--- config.mk ---
export PLATFORM = sky130hd
export DESIGN_NAME = simmem_wburst_tracker_flat
export DESIGN_NICKNAME = d
export VERILOG_FILES = /design/src/rtl/simmem_pkg.sv /design/src/rtl/simmem_wburst_tracker_if.sv /design/src/rtl/simmem_wburst_fifo.sv /design/src/rtl/simmem_wburst_tracker.sv /design/src/flat_wrapper.sv
export SDC_FILE = /design/constraint.sdc
export NUM_CORES = 1
export LEC_CHECK = 0
export BUFFER_PORTS_ARGS = -buffer_cell sky130_fd_sc_hd__buf_4
export CORE_UTILIZATION = 27
export DETAILED_ROUTE_END_ITERATION = 7
export PLACE_DENSITY = 0.56
export SETUP_SLACK_MARGIN = 0.4
export SYNTH_ARGS = -nofsm -noshare
export SYNTH_HDL_FRONTEND = slang
export SYNTH_HIERARCHICAL = 1
export SYNTH_SLANG_ARGS = --single-unit
--- constraint.sdc ---
create_clock -name clk_i -period 2.3 [get_ports clk_i]
set_input_delay 0.46 -clock clk_i [delete_from_list [all_inputs] [get_ports clk_i]]
set_output_delay 0.46 -clock clk_i [all_outputs]
set_load 0.05 [all_outputs]
--- src/rtl/simmem_pkg.sv ---
// Shared types, sizing constants and burst-length helpers for the simmem write path.
package simmem_pkg;

    localparam int IDWidth          = 4;
    localparam int AddrWidth        = 16;
    localparam int DataWidth        = 32;
    localparam int BurstLenW        = 8;
    localparam int MaxBurstLenField = 3;
    localparam int WRspBankCapa     = 3;
    localparam int XBurstEffLenW    = $clog2(MaxBurstLenField + 2);

    typedef struct packed {
        logic [IDWidth-1:0]   id;
        logic [AddrWidth-1:0] addr;
        logic [BurstLenW-1:0] burst_len;
    } waddr_t;

    typedef struct packed {
        logic [DataWidth-1:0]   data;
        logic [DataWidth/8-1:0] strb;
        logic                   last;
    } wdata_t;

    typedef struct packed {
        logic [IDWidth-1:0]       id;
        logic [XBurstEffLenW-1:0] eff_len;
    } wburst_pending_t;

    function automatic logic [BurstLenW-1:0] clamp_burst_len_field(input logic [BurstLenW-1:0] len);
        return (len > BurstLenW'(MaxBurstLenField)) ? BurstLenW'(MaxBurstLenField) : len;
    endfunction

    // AXI length field encodes beats minus one.
    function automatic logic [XBurstEffLenW-1:0] get_effective_burst_len(input logic [BurstLenW-1:0] len);
        return XBurstEffLenW'(len) + XBurstEffLenW'(1);
    endfunction

endpackage

--- src/rtl/simmem_wburst_tracker_if.sv ---
// Address and write-data handshake bundle between the write-burst tracker and its neighbours.
interface simmem_wburst_tracker_if;
    import simmem_pkg::*;

    waddr_t             waddr_i;
    logic               waddr_valid_i;
    logic               waddr_ready_o;
    wdata_t             wdata_i;
    logic               wdata_in_valid_i;
    logic               wdata_in_ready_o;
    wdata_t             wdata_o;
    logic               wdata_out_valid_o;
    logic               wdata_out_ready_i;
    logic               burst_done_o;
    logic [IDWidth-1:0] burst_done_id_o;
    logic               burst_done_err_o;
    logic               err_sticky_o;

    modport slave (
        input  waddr_i, waddr_valid_i, wdata_i, wdata_in_valid_i, wdata_out_ready_i,
        output waddr_ready_o, wdata_in_ready_o, wdata_o, wdata_out_valid_o,
               burst_done_o, burst_done_id_o, burst_done_err_o, err_sticky_o
    );

    modport master (
        output waddr_i, waddr_valid_i, wdata_i, wdata_in_valid_i, wdata_out_ready_i,
        input  waddr_ready_o, wdata_in_ready_o, wdata_o, wdata_out_valid_o,
               burst_done_o, burst_done_id_o, burst_done_err_o, err_sticky_o
    );
endinterface

--- src/rtl/simmem_wburst_fifo.sv ---
// Register FIFO of pending write bursts {id, eff_len}; pointers wrap modulo Depth.
module simmem_wburst_fifo
    import simmem_pkg::*;
#(
    parameter int Depth = WRspBankCapa
) (
    input  logic            clk_i,
    input  logic            rst_ni,
    input  logic            push_i,
    input  wburst_pending_t push_data_i,
    input  logic            pop_i,
    output logic            full_o,
    output logic            empty_o,
    output wburst_pending_t head_o
);

    localparam int PtrW = (Depth > 1) ? $clog2(Depth) : 1;
    localparam int CntW = $clog2(Depth + 1);
    localparam logic [PtrW-1:0] LastPtr = PtrW'(Depth - 1);

    wburst_pending_t r_mem [Depth];
    logic [PtrW-1:0] r_wptr;
    logic [PtrW-1:0] r_rptr;
    logic [CntW-1:0] r_count;
    logic            w_push;
    logic            w_pop;

    function automatic logic [PtrW-1:0] next_ptr(input logic [PtrW-1:0] ptr);
        return (ptr == LastPtr) ? '0 : ptr + PtrW'(1);
    endfunction

    assign w_push  = push_i & ~full_o;
    assign w_pop   = pop_i & ~empty_o;
    assign full_o  = (r_count == CntW'(Depth));
    assign empty_o = (r_count == '0);
    assign head_o  = r_mem[r_rptr];

    // NOTE: entry storage is not reset; occupancy alone decides validity, so stale contents are never observed.
    always_ff @(posedge clk_i) begin
        if (w_push) begin
            r_mem[r_wptr] <= push_data_i;
        end
    end

    // NOTE: state registers use non-blocking assignments so every flop samples pre-edge values.
    always_ff @(posedge clk_i or negedge rst_ni) begin
        if (!rst_ni) begin
            r_wptr  <= '0;
            r_rptr  <= '0;
            r_count <= '0;
        end else begin
            if (w_push) begin
                r_wptr <= next_ptr(r_wptr);
            end
            if (w_pop) begin
                r_rptr <= next_ptr(r_rptr);
            end
            if (w_push && !w_pop) begin
                r_count <= r_count + CntW'(1);
            end else if (w_pop && !w_push) begin
                r_count <= r_count - CntW'(1);
            end
        end
    end

endmodule

--- src/rtl/simmem_wburst_tracker.sv ---
// Write-burst tracker: queues accepted addresses, gates data beats, pulses completion per burst.
// Optional build macro SIMMEM_WLAST_CHECK_EN enables WLAST mismatch detection and reporting.
module simmem_wburst_tracker
    import simmem_pkg::*;
#(
    parameter int PendingCapa = WRspBankCapa
) (
    input logic                     clk_i,
    input logic                     rst_ni,
    simmem_wburst_tracker_if.slave  bus
);

    wburst_pending_t          w_push_data;
    wburst_pending_t          w_head;
    logic                     w_full;
    logic                     w_empty;
    logic                     w_push;
    logic                     w_overlen;
    logic                     w_accept;
    logic                     w_final;
    logic                     w_beat_mism;
    logic                     w_unused;
    logic [XBurstEffLenW-1:0] w_cnt_inc;

    logic [XBurstEffLenW-1:0] r_beat_cnt;
    logic                     r_done;
    logic [IDWidth-1:0]       r_done_id;
    logic                     r_err_sticky;

    assign w_overlen           = bus.waddr_i.burst_len > BurstLenW'(MaxBurstLenField);
    assign w_push_data.id      = bus.waddr_i.id;
    assign w_push_data.eff_len = get_effective_burst_len(clamp_burst_len_field(bus.waddr_i.burst_len));
    assign w_push              = bus.waddr_valid_i & ~w_full;

    // Data handshakes see only the registered empty flag, never the address channel.
    assign bus.waddr_ready_o     = ~w_full;
    assign bus.wdata_o           = bus.wdata_i;
    assign bus.wdata_out_valid_o = bus.wdata_in_valid_i & ~w_empty;
    assign bus.wdata_in_ready_o  = bus.wdata_out_ready_i & ~w_empty;

    assign w_accept  = bus.wdata_in_valid_i & bus.wdata_in_ready_o;
    assign w_cnt_inc = r_beat_cnt + XBurstEffLenW'(1);
    assign w_final   = w_accept & (w_cnt_inc == w_head.eff_len);

    simmem_wburst_fifo #(
        .Depth (PendingCapa)
    ) u_pending (
        .clk_i       (clk_i),
        .rst_ni      (rst_ni),
        .push_i      (w_push),
        .push_data_i (w_push_data),
        .pop_i       (w_final),
        .full_o      (w_full),
        .empty_o     (w_empty),
        .head_o      (w_head)
    );

    always_ff @(posedge clk_i or negedge rst_ni) begin
        if (!rst_ni) begin
            r_beat_cnt   <= '0;
            r_done       <= 1'b0;
            r_done_id    <= '0;
            r_err_sticky <= 1'b0;
        end else begin
            if (w_final) begin
                r_beat_cnt <= '0;
            end else if (w_accept) begin
                r_beat_cnt <= w_cnt_inc;
            end
            r_done <= w_final;
            if (w_final) begin
                r_done_id <= w_head.id;
            end
            r_err_sticky <= r_err_sticky | (w_push & w_overlen) | w_beat_mism;
        end
    end

`ifdef SIMMEM_WLAST_CHECK_EN
    logic r_mism;
    logic r_done_err;

    assign w_beat_mism = w_accept & (bus.wdata_i.last != w_final);

    always_ff @(posedge clk_i or negedge rst_ni) begin
        if (!rst_ni) begin
            r_mism     <= 1'b0;
            r_done_err <= 1'b0;
        end else begin
            if (w_final) begin
                r_mism <= 1'b0;
            end else if (w_beat_mism) begin
                r_mism <= 1'b1;
            end
            r_done_err <= w_final & (r_mism | w_beat_mism);
        end
    end

    assign bus.burst_done_err_o = r_done_err;
    assign w_unused             = ^bus.waddr_i.addr;
`else
    assign w_beat_mism          = 1'b0;
    assign bus.burst_done_err_o = 1'b0;
    assign w_unused             = ^{bus.waddr_i.addr, bus.wdata_i.last};
`endif

    assign bus.burst_done_o    = r_done;
    assign bus.burst_done_id_o = r_done_id;
    assign bus.err_sticky_o    = r_err_sticky;

endmodule

--- src/flat_wrapper.sv ---
// flat-port wrapper written by rule: the top's interface ports become plain ports
module simmem_wburst_tracker_flat import simmem_pkg::*;
#(
    parameter int PendingCapa = WRspBankCapa
)
  (clk_i, rst_ni, bus_waddr_i, bus_waddr_valid_i, bus_wdata_i, bus_wdata_in_valid_i, bus_wdata_out_ready_i, bus_waddr_ready_o, bus_wdata_in_ready_o, bus_wdata_o, bus_wdata_out_valid_o, bus_burst_done_o, bus_burst_done_id_o, bus_burst_done_err_o, bus_err_sticky_o);
  simmem_wburst_tracker_if bus_i ();
  input logic clk_i;
  input logic rst_ni;
  input wire logic [$bits(bus_i.waddr_i)-1:0] bus_waddr_i;
  input wire logic [$bits(bus_i.waddr_valid_i)-1:0] bus_waddr_valid_i;
  input wire logic [$bits(bus_i.wdata_i)-1:0] bus_wdata_i;
  input wire logic [$bits(bus_i.wdata_in_valid_i)-1:0] bus_wdata_in_valid_i;
  input wire logic [$bits(bus_i.wdata_out_ready_i)-1:0] bus_wdata_out_ready_i;
  output wire logic [$bits(bus_i.waddr_ready_o)-1:0] bus_waddr_ready_o;
  output wire logic [$bits(bus_i.wdata_in_ready_o)-1:0] bus_wdata_in_ready_o;
  output wire logic [$bits(bus_i.wdata_o)-1:0] bus_wdata_o;
  output wire logic [$bits(bus_i.wdata_out_valid_o)-1:0] bus_wdata_out_valid_o;
  output wire logic [$bits(bus_i.burst_done_o)-1:0] bus_burst_done_o;
  output wire logic [$bits(bus_i.burst_done_id_o)-1:0] bus_burst_done_id_o;
  output wire logic [$bits(bus_i.burst_done_err_o)-1:0] bus_burst_done_err_o;
  output wire logic [$bits(bus_i.err_sticky_o)-1:0] bus_err_sticky_o;
  assign bus_i.waddr_i = bus_waddr_i;
  assign bus_i.waddr_valid_i = bus_waddr_valid_i;
  assign bus_i.wdata_i = bus_wdata_i;
  assign bus_i.wdata_in_valid_i = bus_wdata_in_valid_i;
  assign bus_i.wdata_out_ready_i = bus_wdata_out_ready_i;
  assign bus_waddr_ready_o = bus_i.waddr_ready_o;
  assign bus_wdata_in_ready_o = bus_i.wdata_in_ready_o;
  assign bus_wdata_o = bus_i.wdata_o;
  assign bus_wdata_out_valid_o = bus_i.wdata_out_valid_o;
  assign bus_burst_done_o = bus_i.burst_done_o;
  assign bus_burst_done_id_o = bus_i.burst_done_id_o;
  assign bus_burst_done_err_o = bus_i.burst_done_err_o;
  assign bus_err_sticky_o = bus_i.err_sticky_o;
  simmem_wburst_tracker #(.PendingCapa(PendingCapa)) u_core (.clk_i(clk_i), .rst_ni(rst_ni), .bus(bus_i));
endmodule
Word level (Yosys, flattened, before mapping). Memories as Yosys holds them, arrays and structs flattened. Cells that the tools add are included.

Add/subtract/negate cells: 6. $lt $le $gt $ge: 1. Equal/unequal tests: 4. Muxes and demuxes: 9. Bitwise gates (word level): 11. Reductions and logical operators: 7.

Operators with widths (number): $mux 3 (3); $and 1x1->1 (8); $gt 8x2->1 const B (1); $mux 2 (4); $add 2x1->2 const B (3); $add 3x1->3 const B (2); $eq 2x2->1 const B (3); $reduce_bool 2->1 (2); $eq 3x3->1 (1); $logic_and 1x1->1 (2); $logic_not 1->1 (2); $logic_not 2->1 (1); $mux 1 (2); $not 1->1 (2); $sub 2x1->2 const B (1); $or 1x1->1 (1).

Flip-flop bits (word level): 15. RAM bits: 21. Input port bits: 70. Output and inout bits: 47. Word-level logic and storage cells: 46. Memories kept: 1.

Memories: u_core.u_pending.r_mem (words 3, width 7, rd ports 1, clocked after Yosys merged registers in 0, wr ports 1, line simmem_wburst_fifo.sv:21) `wburst_pending_t r_mem [Depth];`.

Logic depth before layout (Yosys ltp). Gate-level depths: netlist of run 1.

Word-level depth: 9. Depth in mapped cells: 11.

By module. The synthesis of run 1 kept the hierarchy.

Modules (own cells, without submodules): simmem_wburst_fifo (times used 1, cells each 70, area an instance 1082.3 µm², sequential area each 780.7 µm²); simmem_wburst_tracker (times used 1, cells each 80, area an instance 784.5 µm², sequential area each 225.2 µm²).

Least setup slack after synthesis of run 1. Ideal clock, no wire load.

Path kind: reg-to-reg. From: reg u_core.u_pending.r_rptr[0]. To: reg u_core.u_pending.r_count[1]. Library setup time: 0.127 ns. Arrival time: 1.941 ns. Required time: 2.173 ns. Slack: 0.232 ns. Cell stages (with the launch flop): 12. Buffers on the path: 2. Clock period less this slack: 2.068 ns. Path through: dfrtp_1 buf_2 mux2i_1 o21ai_1 xnor3_1 and4b_1 buf_6 o21ai_2 ha_1 xor2_1 nor2_1 xor2_1.

RTL lines: start: declaration (line simmem_wburst_fifo.sv:23) `logic [PtrW-1:0] r_rptr;`; start signal: assignment (line simmem_wburst_fifo.sv:56) `r_rptr <= next_ptr(r_rptr);`; end signal: assignment (line simmem_wburst_fifo.sv:59) `r_count <= r_count + CntW'(1);`; end signal: assignment (line simmem_wburst_fifo.sv:61) `r_count <= r_count - CntW'(1);`; end: declaration (line simmem_wburst_fifo.sv:24) `logic [CntW-1:0] r_count;`.

Worst setup path in the final report of run 1.
From: reg u_core.r_beat_cnt[0]. To: reg u_core.u_pending.r_count[1].

Word-level cells in the longest chain between the ends: 7. Elaborated cells between the ends (all ways): 9. Those cells by class: 1 x add/sub; 1 x eq/ne; 1 x mux; 2 x bitwise; 4 x reduce/logical.

RTL lines: start: declaration (line simmem_wburst_tracker.sv:25) `logic [XBurstEffLenW-1:0] r_beat_cnt;`; start signal: assignment (line simmem_wburst_tracker.sv:68) `r_beat_cnt <= w_cnt_inc;`; $add 3x1->3 * (line simmem_wburst_tracker.sv:42) `assign w_cnt_inc = r_beat_cnt + XBurstEffLenW'(1);`; $eq 3x3->1 * (line simmem_wburst_tracker.sv:43) `assign w_final = w_accept & (w_cnt_inc == w_head.eff_len);`; $and 1x1->1 * (line simmem_wburst_tracker.sv:43); $and 1x1->1 * (line simmem_wburst_fifo.sv:33) `assign w_pop = pop_i & ~empty_o;`; $logic_not 1->1 (line simmem_wburst_fifo.sv:58) `if (w_push && !w_pop) begin`; $logic_and 1x1->1 (line simmem_wburst_fifo.sv:58); $mux 2 or $reduce_bool 2->1 (tied branches).

Mark *: on every way between the ends. The rest lies on a longest branch, timed or not. A chain may end at the register's enable or synchronous reset.

==> impl_metrics.yaml, run 1 <==
timing:
  setup-tns-final_ns: 0
  fmax_mhz: 516.3
  fin_crit_ns: 1.937
  rsz0062_at_grt: "yes"
  drv_slew: 0
  period_share_pct: 84.20
  setup_viol: 0
  finalHoldViolations: 0
  skew_ns: 0.01010
drt:
  drt_first_pass_iters: 4
  antenna_left: 0
  vias: 956
  routedWlPerCell_um: 12.38
  via_per_inst: 4.193
  wl_um: 2823
  route.detailed.drc: 0
  drt_iter0_drc: 29
worst_setup_path:
  cp_data_required_time_ns: 2.51
  worstPathArrival_ns: 2.14
  setup.worst_path.class: "register to register"
  r2r_cells: 8
  crit_fanout: 2
  critPathCaptureType: "register"
  start_kind: "register"
  crit_chain: "ha_1 > xnor3_1 > and4b_2 > o21ai_4 > ha_4 > xor2_1 > nor2_1 > xor2_1"
  timing.critical_path.mode_cell: "xor2_1"
  slowest_stage: "dfrtp_1"
  slowest_delay_ns: 0.39
grt:
  grt_overflow_total: 0
  antenna_found_initial: 0
  grt_pass1_vias: 985
  grt_usage_pct: 8.630
  grt_max_degree: 16
  grt_pass1_wl_um: 4664
synth:
  ys_warn_count: 6
  synthesis.nets: 223
  post-synth-top-count-cell: "buf_4"
  yosysTopAreaCell: "edfxtp_1"
  syn_area_per_cell_um2: 12.45
  ys_async_sr_fraction_pct: 41.67
  synth_flop_cell: "edfxtp_1"
  ys_top_cells_by_area: "edfxtp_1, dfrtp_1, buf_4"
  synth_common_cells: "buf_4, edfxtp_1, dfrtp_1"
  ys_ff_latch: 36
  synth_edf_count: 21
  synth_cell_types: 35
  synth_cells: 150
  netlist.area_leader.share_pct: 33.78
  synth_area_um2: 1867
  ys_seq_area_share_pct: 53.89
power_and_ir_drop:
  p_leak_nw: 0.8395
  switchingPower_mw: 0.8794
  power_mw: 2.411
  max-vdd-ir-drop_uv: 269.4
  power_frac_clock_pct: 18.5
  pwr-share-seq_pct: 41.4
  pwr-share-comb_pct: 40.2
  internal_power_mw: 1.532
  power.density_nw_per_um2: 1184
  swShare_pct: 36.47
clock_tree:
  cts_hold_buffers: 0
  clk_pin_slew_ns: 0.07
  clock-sinks: 36
  clock_path_buffers: 2
  clockRootBuffer: "clkbuf_8"
  htreeDepth: 2
  cts_buffers: 5
  clock_latency_ns: 0.29
  cts_tree: "done"
cells_and_area:
  antenna_cells: 0
  final_nets: 223
  drive_above_1_share_pct: 39.07
  area_growth_pct: 9.048
  fillers: 648
run:
  maxCapViolations: 0
hold_path:
  hold_path.class: "input pin to async pin"
die:
  core_region_area_um2: 6495
  std_cell_rows: 29
  start_util_pct: 28.74
  dieArea_um2: 7251
  dieHeight_um: 85.15
  die_x_um: 85.15
  pin_count: 117
place:
  gp_congestion: 0.6863
  port_buffers: 25
  place_hpwl_um: 2077
outcome:
  status: "completed"
## kinds of logic after synthesis
family          after synthesis  share of synthesized area [%]
buf+inv                      45                          17.22
flops                        36                          53.89
simple gates                 30                          9.318
compound gates               17                          6.368
mux                          11                          6.971
xor+xnor                      7                          4.021
fa+ha+maj                     3                          2.011
other cells                   1                         0.2009
## cell usage in the layout (no fill, tap or decap), drive strengths merged
| cell | n |
|---|---|
| o21ai | 9 |
| nand3b | 1 |
| xnor3 | 1 |
| nor3 | 2 |
| ha | 3 |
| nand4b | 1 |
| mux2 | 4 |
| and4b | 1 |
| xor2 | 4 |
| mux2i | 7 |
| nand2b | 1 |
| nor2b | 3 |
| a311oi | 1 |
| clkinv | 1 |
| inv | 4 |
| dfrtp | 15 |
| and2 | 1 |
| o31ai | 1 |
| nor2 | 5 |
| or2 | 2 |
| xnor2 | 2 |
| a21bo | 1 |
| a21o | 5 |
| clkinvlp | 1 |
| nand2 | 10 |
| conb | 1 |
| nor3b | 2 |
| nor4 | 1 |
| edfxtp | 21 |
| clkbuf | 5 |
| buf | 35 |
## final cells by class
type,instances,area [um^2],share of cell area [%]
Sequential cell,36,1010,49.60
Multi-Input combinational cell,69,565.5,27.78
Timing Repair Buffer,35,262.8,12.91
Tap cell,77,96.34,4.733
Clock buffer,5,68.82,3.380
Clock inverter,3,21.27,1.045
Inverter,3,11.26,0.5532
## metal layers
| metal | vias to the layer above | wire, um | global-route usage [%] |
|---|---|---|---|
| met5 | - | 0 | 0 |
| met4 | 0 | 94 | 6.009 |
| met3 | 22 | 210 | 3.794 |
| met2 | 24 | 1389 | 14.22 |
| met1 | 437 | 1129 | 8.800 |
| li1 | 473 | - | - |
## flip-flops by register name, summed over array words and instances, names as in the netlist
signal,count
u_core/u_pending/r_count,2
u_core/r_beat_cnt,3
u_core/u_pending/r_wptr,2
u_core/bus.burst_done_id_o,4
u_core/u_pending/r_mem,21
u_core/bus.burst_done_o,1
u_core/u_pending/r_rptr,2
u_core/bus.err_sticky_o,1
## path summary, 6_finish.rpt
| kind | endpoint | slack (ns) | start |
|---|---|---|---|
| worst min register to register | u_core/bus.err_sticky_o | 0.47 | u_core/bus.err_sticky_o |
| worst max register to register | u_core/u_pending/r_count[1] | 0.36 | u_core/r_beat_cnt[0] |
| min in group clk_i | u_core/u_pending/r_mem[0][6] | 0.36 | bus_waddr_i[27] |
| worst max-delay path | u_core/u_pending/r_count[1] | 0.36 | u_core/r_beat_cnt[0] |
| worst min-delay path | u_core/u_pending/r_wptr[0] | 0.01 | rst_ni |
| max in group asynchronous | u_core/u_pending/r_count[1] | 2.09 | rst_ni |
## power by group through the flow
stage	Sequential [mW]	Combinational, mW	Clock [mW]
global route	1.02	1.05	0.488
finish	0.997	0.969	0.446
floorplan	1.10	0.775	0
detailed placement	1.02	0.945	0
global placement	1.01	0.931	0
CTS	0.999	0.982	0.465
## critical path, delay by kind of cell (launching register included)
family | cells | cell delay [ns]
xor gates and xnor gates | 3 | 0.65
DFF | 1 | 0.39
and+or+nand+nor | 2 | 0.38
adders and majority gates | 2 | 0.36
AOI/OAI and AO/OA | 1 | 0.08
## metrics by stage
step	hold WS [ns]	std cells	worst slack [ns]	area [um^2]	utilization, %
floorplan	0.1644	150	0.2956	1894	-
global placement	0.3321	216	0.2808	1911	29.42
detailed placement	0.3319	216	0.2447	1911	29.42
CTS	0.01109	228	0.3333	2033	31.30
global route	0.01276	228	0.2428	2036	31.34
finish	0.01163	228	0.3633	2036	31.34
## repair_timing
action	CTS	global route
cloned	0	0
buffers inserted	4	0
pin swaps	2	0
endpoints found under the setup margin	12	5
gates resized for setup	2	2
Note: power is estimated with default switching activity, not from simulation.
==> run 2: changes to the inputs <==
==> constraint.sdc (replaced) <==
create_clock -name clk_i -period 1.85 [get_ports clk_i]
set_input_delay 0.37 -clock clk_i [delete_from_list [all_inputs] [get_ports clk_i]]
set_output_delay 0.37 -clock clk_i [all_outputs]
set_load 0.05 [all_outputs]
==> impl_metrics.yaml, run 2 (synthesis results as in run 1) <==
cells_and_area:
  final_common_cell: "buf_4"
  top_register: "u_core/u_pending/r_mem"
  multiInputGateArea_um2: 660.6
  fillers: 635
  largest_reg_flops: 21
  layout_common_cells: "buf_4, edfxtp_1, buf_6, dfrtp_1, nand2_1"
  seqCellArea_um2: 1010
  drive_above_1_share_pct: 51.18
  antenna_cells: 0
  final_nets: 242
  area_growth_pct: 24.60
timing:
  setup-tns-final_ns: -0.4373
  fmax_mhz: 511.4
  skew_ns: 0.007832
  fin_ws_ns: -0.1053
  period_share_pct: 105.7
  rsz0062_at_grt: "yes"
  setup_viol: 5
  fin_crit_ns: 1.955
  finalHoldViolations: 0
  drv_slew: 0
drt:
  antenna_left: 0
  vias: 1052
  drt_first_pass_iters: 4
  route.detailed.drc: 0
  drt_iter0_drc: 24
  wl_um: 3071
  routedWlPerCell_um: 12.43
  via_per_inst: 4.259
clock_tree:
  htreeDepth: 2
  cts_buffers: 5
  clockRootBuffer: "clkbuf_8"
  clock_path_buffers: 2
  clock_latency_ns: 0.28
  cts_tree: "done"
  clk_pin_slew_ns: 0.07
  clock-sinks: 36
hold_path:
  min-delay-start: "bus_waddr_i[27]"
  hold_path.class: "input pin to register"
die:
  pin_count: 117
  core_region_area_um2: 6495
  std_cell_rows: 29
  dieHeight_um: 85.15
  die_x_um: 85.15
  start_util_pct: 28.74
  dieArea_um2: 7251
outcome:
  status: "complete, but fails checks"
  violations: "setup timing"
place:
  place_hpwl_um: 2230
  port_buffers: 25
  gp_congestion: 0.7093
  place_ws_ns: -0.1813
run:
  maxCapViolations: 0
power_and_ir_drop:
  power.density_nw_per_um2: 1469
  p_leak_nw: 0.9777
  max-vdd-ir-drop_uv: 701.5
grt:
  grt_max_degree: 16
  grt_overflow_total: 0
  grt_pass1_wl_um: 4954
  grt_pass1_vias: 1065
  grt_usage_pct: 9.032
  antenna_found_initial: 0
worst_setup_path:
  critPathCaptureType: "register"
  cp_data_required_time_ns: 2.06
  crit_fanout: 5
  worstPathArrival_ns: 2.16
  reg2reg_from: "u_core/u_pending/r_rptr[0]"
  startpoint: "u_core/u_pending/r_rptr[0]"
  setup.worst_path.class: "register to register"
  start_kind: "register"
## run 2: metrics by stage
step           util (%)  power (mW)  area [um^2]  std cells  hold WS [ns]
2_1_floorplan         -       2.377         1954        150       0.07441
3_3_place_gp      31.63       2.582         2054        228        0.2509
6_report          35.81       3.417         2326        247        0.2760
5_1_grt           35.81       3.624         2326        247        0.2643
4_1_cts           34.50       3.327         2241        241        0.2695
3_5_place_dp      31.63       2.604         2054        228        0.2510
## run 2: cell type report
type | instances | share of cell area (%)
sequential | 36 | 43.41
multi-input combinational | 69 | 28.40
timing repair buffer | 54 | 20.12
tap | 77 | 4.142
clock buffer | 7 | 3.281
inverter | 3 | 0.4841
clock inverter | 1 | 0.1614
## run 2: worst paths after layout
| kind | endpoint | slack (ns) | cells after the start |
|---|---|---|---|
| setup / recovery | u_core/u_pending/r_count[1] | -0.11 | 9 |
| hold reg to reg | u_core/bus.err_sticky_o | 0.47 | 1 |
| setup reg to reg | u_core/u_pending/r_count[1] | -0.11 | 9 |
| hold / removal | u_core/u_pending/r_mem[0][6] | 0.28 | 1 |
| max in group asynchronous | u_core/u_pending/r_count[0] | 1.14 | 2 |
| min in group asynchronous | u_core/u_pending/r_wptr[0] | 0.49 | 2 |
## run 2: report_power, final
| group | internal [mW] | switching (mW) |
|---|---|---|
| Clock | 0.262 | 0.264 |
| Combinational | 0.878 | 0.780 |
| Sequential | 1.08 | 0.153 |
| Total | 2.22 | 1.20 |
## run 2: routing by layer
| metal | GRT usage [%] | up-vias | routed length, um |
|---|---|---|---|
| met5 | 0 | - | 0 |
| met4 | 4.006 | 0 | 49 |
| met2 | 14.88 | 43 | 1471 |
| met1 | 10.12 | 475 | 1273 |
| met3 | 3.988 | 16 | 276 |
| li1 | - | 518 | - |
## run 2: critical path, stage by stage, from the launching register on
cell	delay [ns]
dfrtp_2	0.46
mux2i_1	0.13
o21ai_1	0.20
xor2_1	0.17
and4b_2	0.29
o21ai_4	0.08
ha_4	0.15
xor2_1	0.13
nor2_1	0.12
xor2_1	0.15
## run 2: what timing repair did
item,4_1_cts,5_1_grt
buffers inserted,4,6
cloned,0,0
hold endpoints to repair,15,0
gates resized for setup,20,10
pin swaps,7,2
setup endpoints to repair,38,38
hold buffers,1,0
==> run 3: changes to the inputs <==
--- a/config.mk
+++ b/config.mk
@@ -6,10 +6,12 @@
 export NUM_CORES = 1
 export LEC_CHECK = 0
 export BUFFER_PORTS_ARGS = -buffer_cell sky130_fd_sc_hd__buf_4
+export CORE_MARGIN = 2
 export CORE_UTILIZATION = 27
 export DETAILED_ROUTE_END_ITERATION = 7
 export PLACE_DENSITY = 0.56
 export SETUP_SLACK_MARGIN = 0.4
+export SKIP_LAST_GASP = 1
 export SYNTH_ARGS = -nofsm -noshare
 export SYNTH_HDL_FRONTEND = slang
 export SYNTH_HIERARCHICAL = 1
==> impl_metrics.yaml, run 3 (synthesis results as in run 1) <==
outcome:
  status: "complete, but fails checks"
  violations: "setup timing"
die:
  core_region_area_um2: 6756
  pin_count: 117
  dieHeight_um: 87.15
  start_util_pct: 27.63
  std_cell_rows: 30
  die_x_um: 87.15
  dieArea_um2: 7595
power_and_ir_drop:
  p_leak_nw: 0.9433
  max-vdd-ir-drop_uv: 482.2
  power_frac_clock_pct: 16.6
  power.density_nw_per_um2: 1435
  power_mw: 3.279
  swShare_pct: 35.56
  pwr-share-seq_pct: 37.0
  pwr-share-comb_pct: 46.4
  switchingPower_mw: 1.166
  internal_power_mw: 2.113
timing:
  fin_ws_ns: -0.07194
  period_share_pct: 103.9
  skew_ns: 0.007681
  setup_viol: 8
  fmax_mhz: 520.3
  rsz0062_at_grt: "yes"
  finalHoldViolations: 0
  drv_slew: 0
  fin_crit_ns: 1.922
drt:
  wl_um: 3005
  route.detailed.drc: 0
  drt_iter0_drc: 33
  vias: 1001
  via_per_inst: 4.069
  antenna_left: 0
  drt_first_pass_iters: 4
  routedWlPerCell_um: 12.22
clock_tree:
  clockRootBuffer: "clkbuf_8"
  clock-sinks: 36
  clk_pin_slew_ns: 0.07
  htreeDepth: 2
  clock_path_buffers: 2
  cts_buffers: 5
  cts_tree: "done"
  clock_latency_ns: 0.29
worst_setup_path:
  crit_fanout: 4
  reg2reg_from: "u_core/u_pending/r_rptr[0]"
  start_kind: "register"
  cp_data_required_time_ns: 2.02
  startpoint: "u_core/u_pending/r_rptr[0]"
  setup.worst_path.class: "register to register"
  critPathCaptureType: "register"
  worstPathArrival_ns: 2.09
place:
  gp_congestion: 0.7340
  place_hpwl_um: 2129
  port_buffers: 25
cells_and_area:
  final_common_cell: "buf_4"
  final_nets: 238
  top_register: "u_core/u_pending/r_mem"
  area_growth_pct: 22.45
  final_core_util_pct: 33.83
  antenna_cells: 0
  drive_above_1_share_pct: 47.59
  layout_common_cells: "buf_4, edfxtp_1, dfrtp_1"
  largest_reg_flops: 21
grt:
  grt_pass1_wl_um: 4878
  grt_max_degree: 16
  grt_pass1_vias: 1007
  grt_usage_pct: 8.557
  grt_overflow_total: 0
  antenna_found_initial: 0
run:
  maxCapViolations: 0
hold_path:
  min-delay-start: "bus_waddr_i[24]"
  hold_path.class: "input pin to register"
-- run 3: worst paths after layout --
kind	depth (start not counted)	endpoint	slack, ns
max in group asynchronous	2	u_core/u_pending/r_count[0]	1.16
max	9	u_core/u_pending/r_count[1]	-0.07
min in group asynchronous	2	u_core/u_pending/r_rptr[0]	0.47
min reg2reg	1	u_core/bus.err_sticky_o	0.47
min	1	u_core/u_pending/r_mem[0][3]	0.27
max reg2reg	9	u_core/u_pending/r_count[1]	-0.07
-- run 3: per-stage QoR --
stage	setup WS (ns)	cell area, um^2	hold WS, ns	cells	setup TNS (ns)
2_1_floorplan	-0.1213	1954	0.07441	150	-0.1213
3_3_place_gp	-0.08375	2066	0.2555	227	-0.08375
3_5_place_dp	-0.1027	2066	0.2557	227	-0.1249
4_1_cts	-0.07068	2241	0.2601	243	-0.3088
5_1_grt	-0.2080	2286	0.2521	246	-1.236
6_report	-0.07194	2286	0.2703	246	-0.3707
-- run 3: worst max-delay path, stage by stage (launching register included) --
cell and delay (ns):
dfrtp_2 0.44, mux2i_1 0.13, o21ai_1 0.16, xnor3_1 0.25, and4b_2 0.25, o21ai_4 0.08, ha_4 0.14, xor2_1 0.14
nor2_1 0.07, xor2_1 0.13
-- run 3: layout make-up --
type,instances,area [um^2]
fillers,670,4471
flip-flops and latches,36,1008
clock inverters,1,8.758
inverters,3,11.26
well taps,80,100.1
multi-input cells,69,646.9
clock buffers,7,76.32
repair buffers,50,434.2
-- run 3: repair_timing --
item	in CTS	in global routing
endpoints found under the setup margin	36	38
resized for setup	8	5
buffers inserted	7	3
hold buffers	1	0
pin swaps	5	1
hold endpoints to repair	15	0
-- run 3: power by group through the flow --
stage / sequential, mW / clock, mW / combinational [mW]
after global routing: 1.24 / 0.598 / 1.66
final: 1.21 / 0.545 / 1.52
after detailed placement: 1.23 / 0 / 1.39
after floorplan: 1.38 / 0 / 0.998
after global placement: 1.23 / 0 / 1.38
after CTS: 1.22 / 0.563 / 1.48
-- run 3: routing by layer --
layer  routed length [um]  global-route usage (%)
met3                  234                   3.791
met5                    0                       0
met4                   88                   4.755
met2                 1464                   13.39
met1                 1218                   9.755
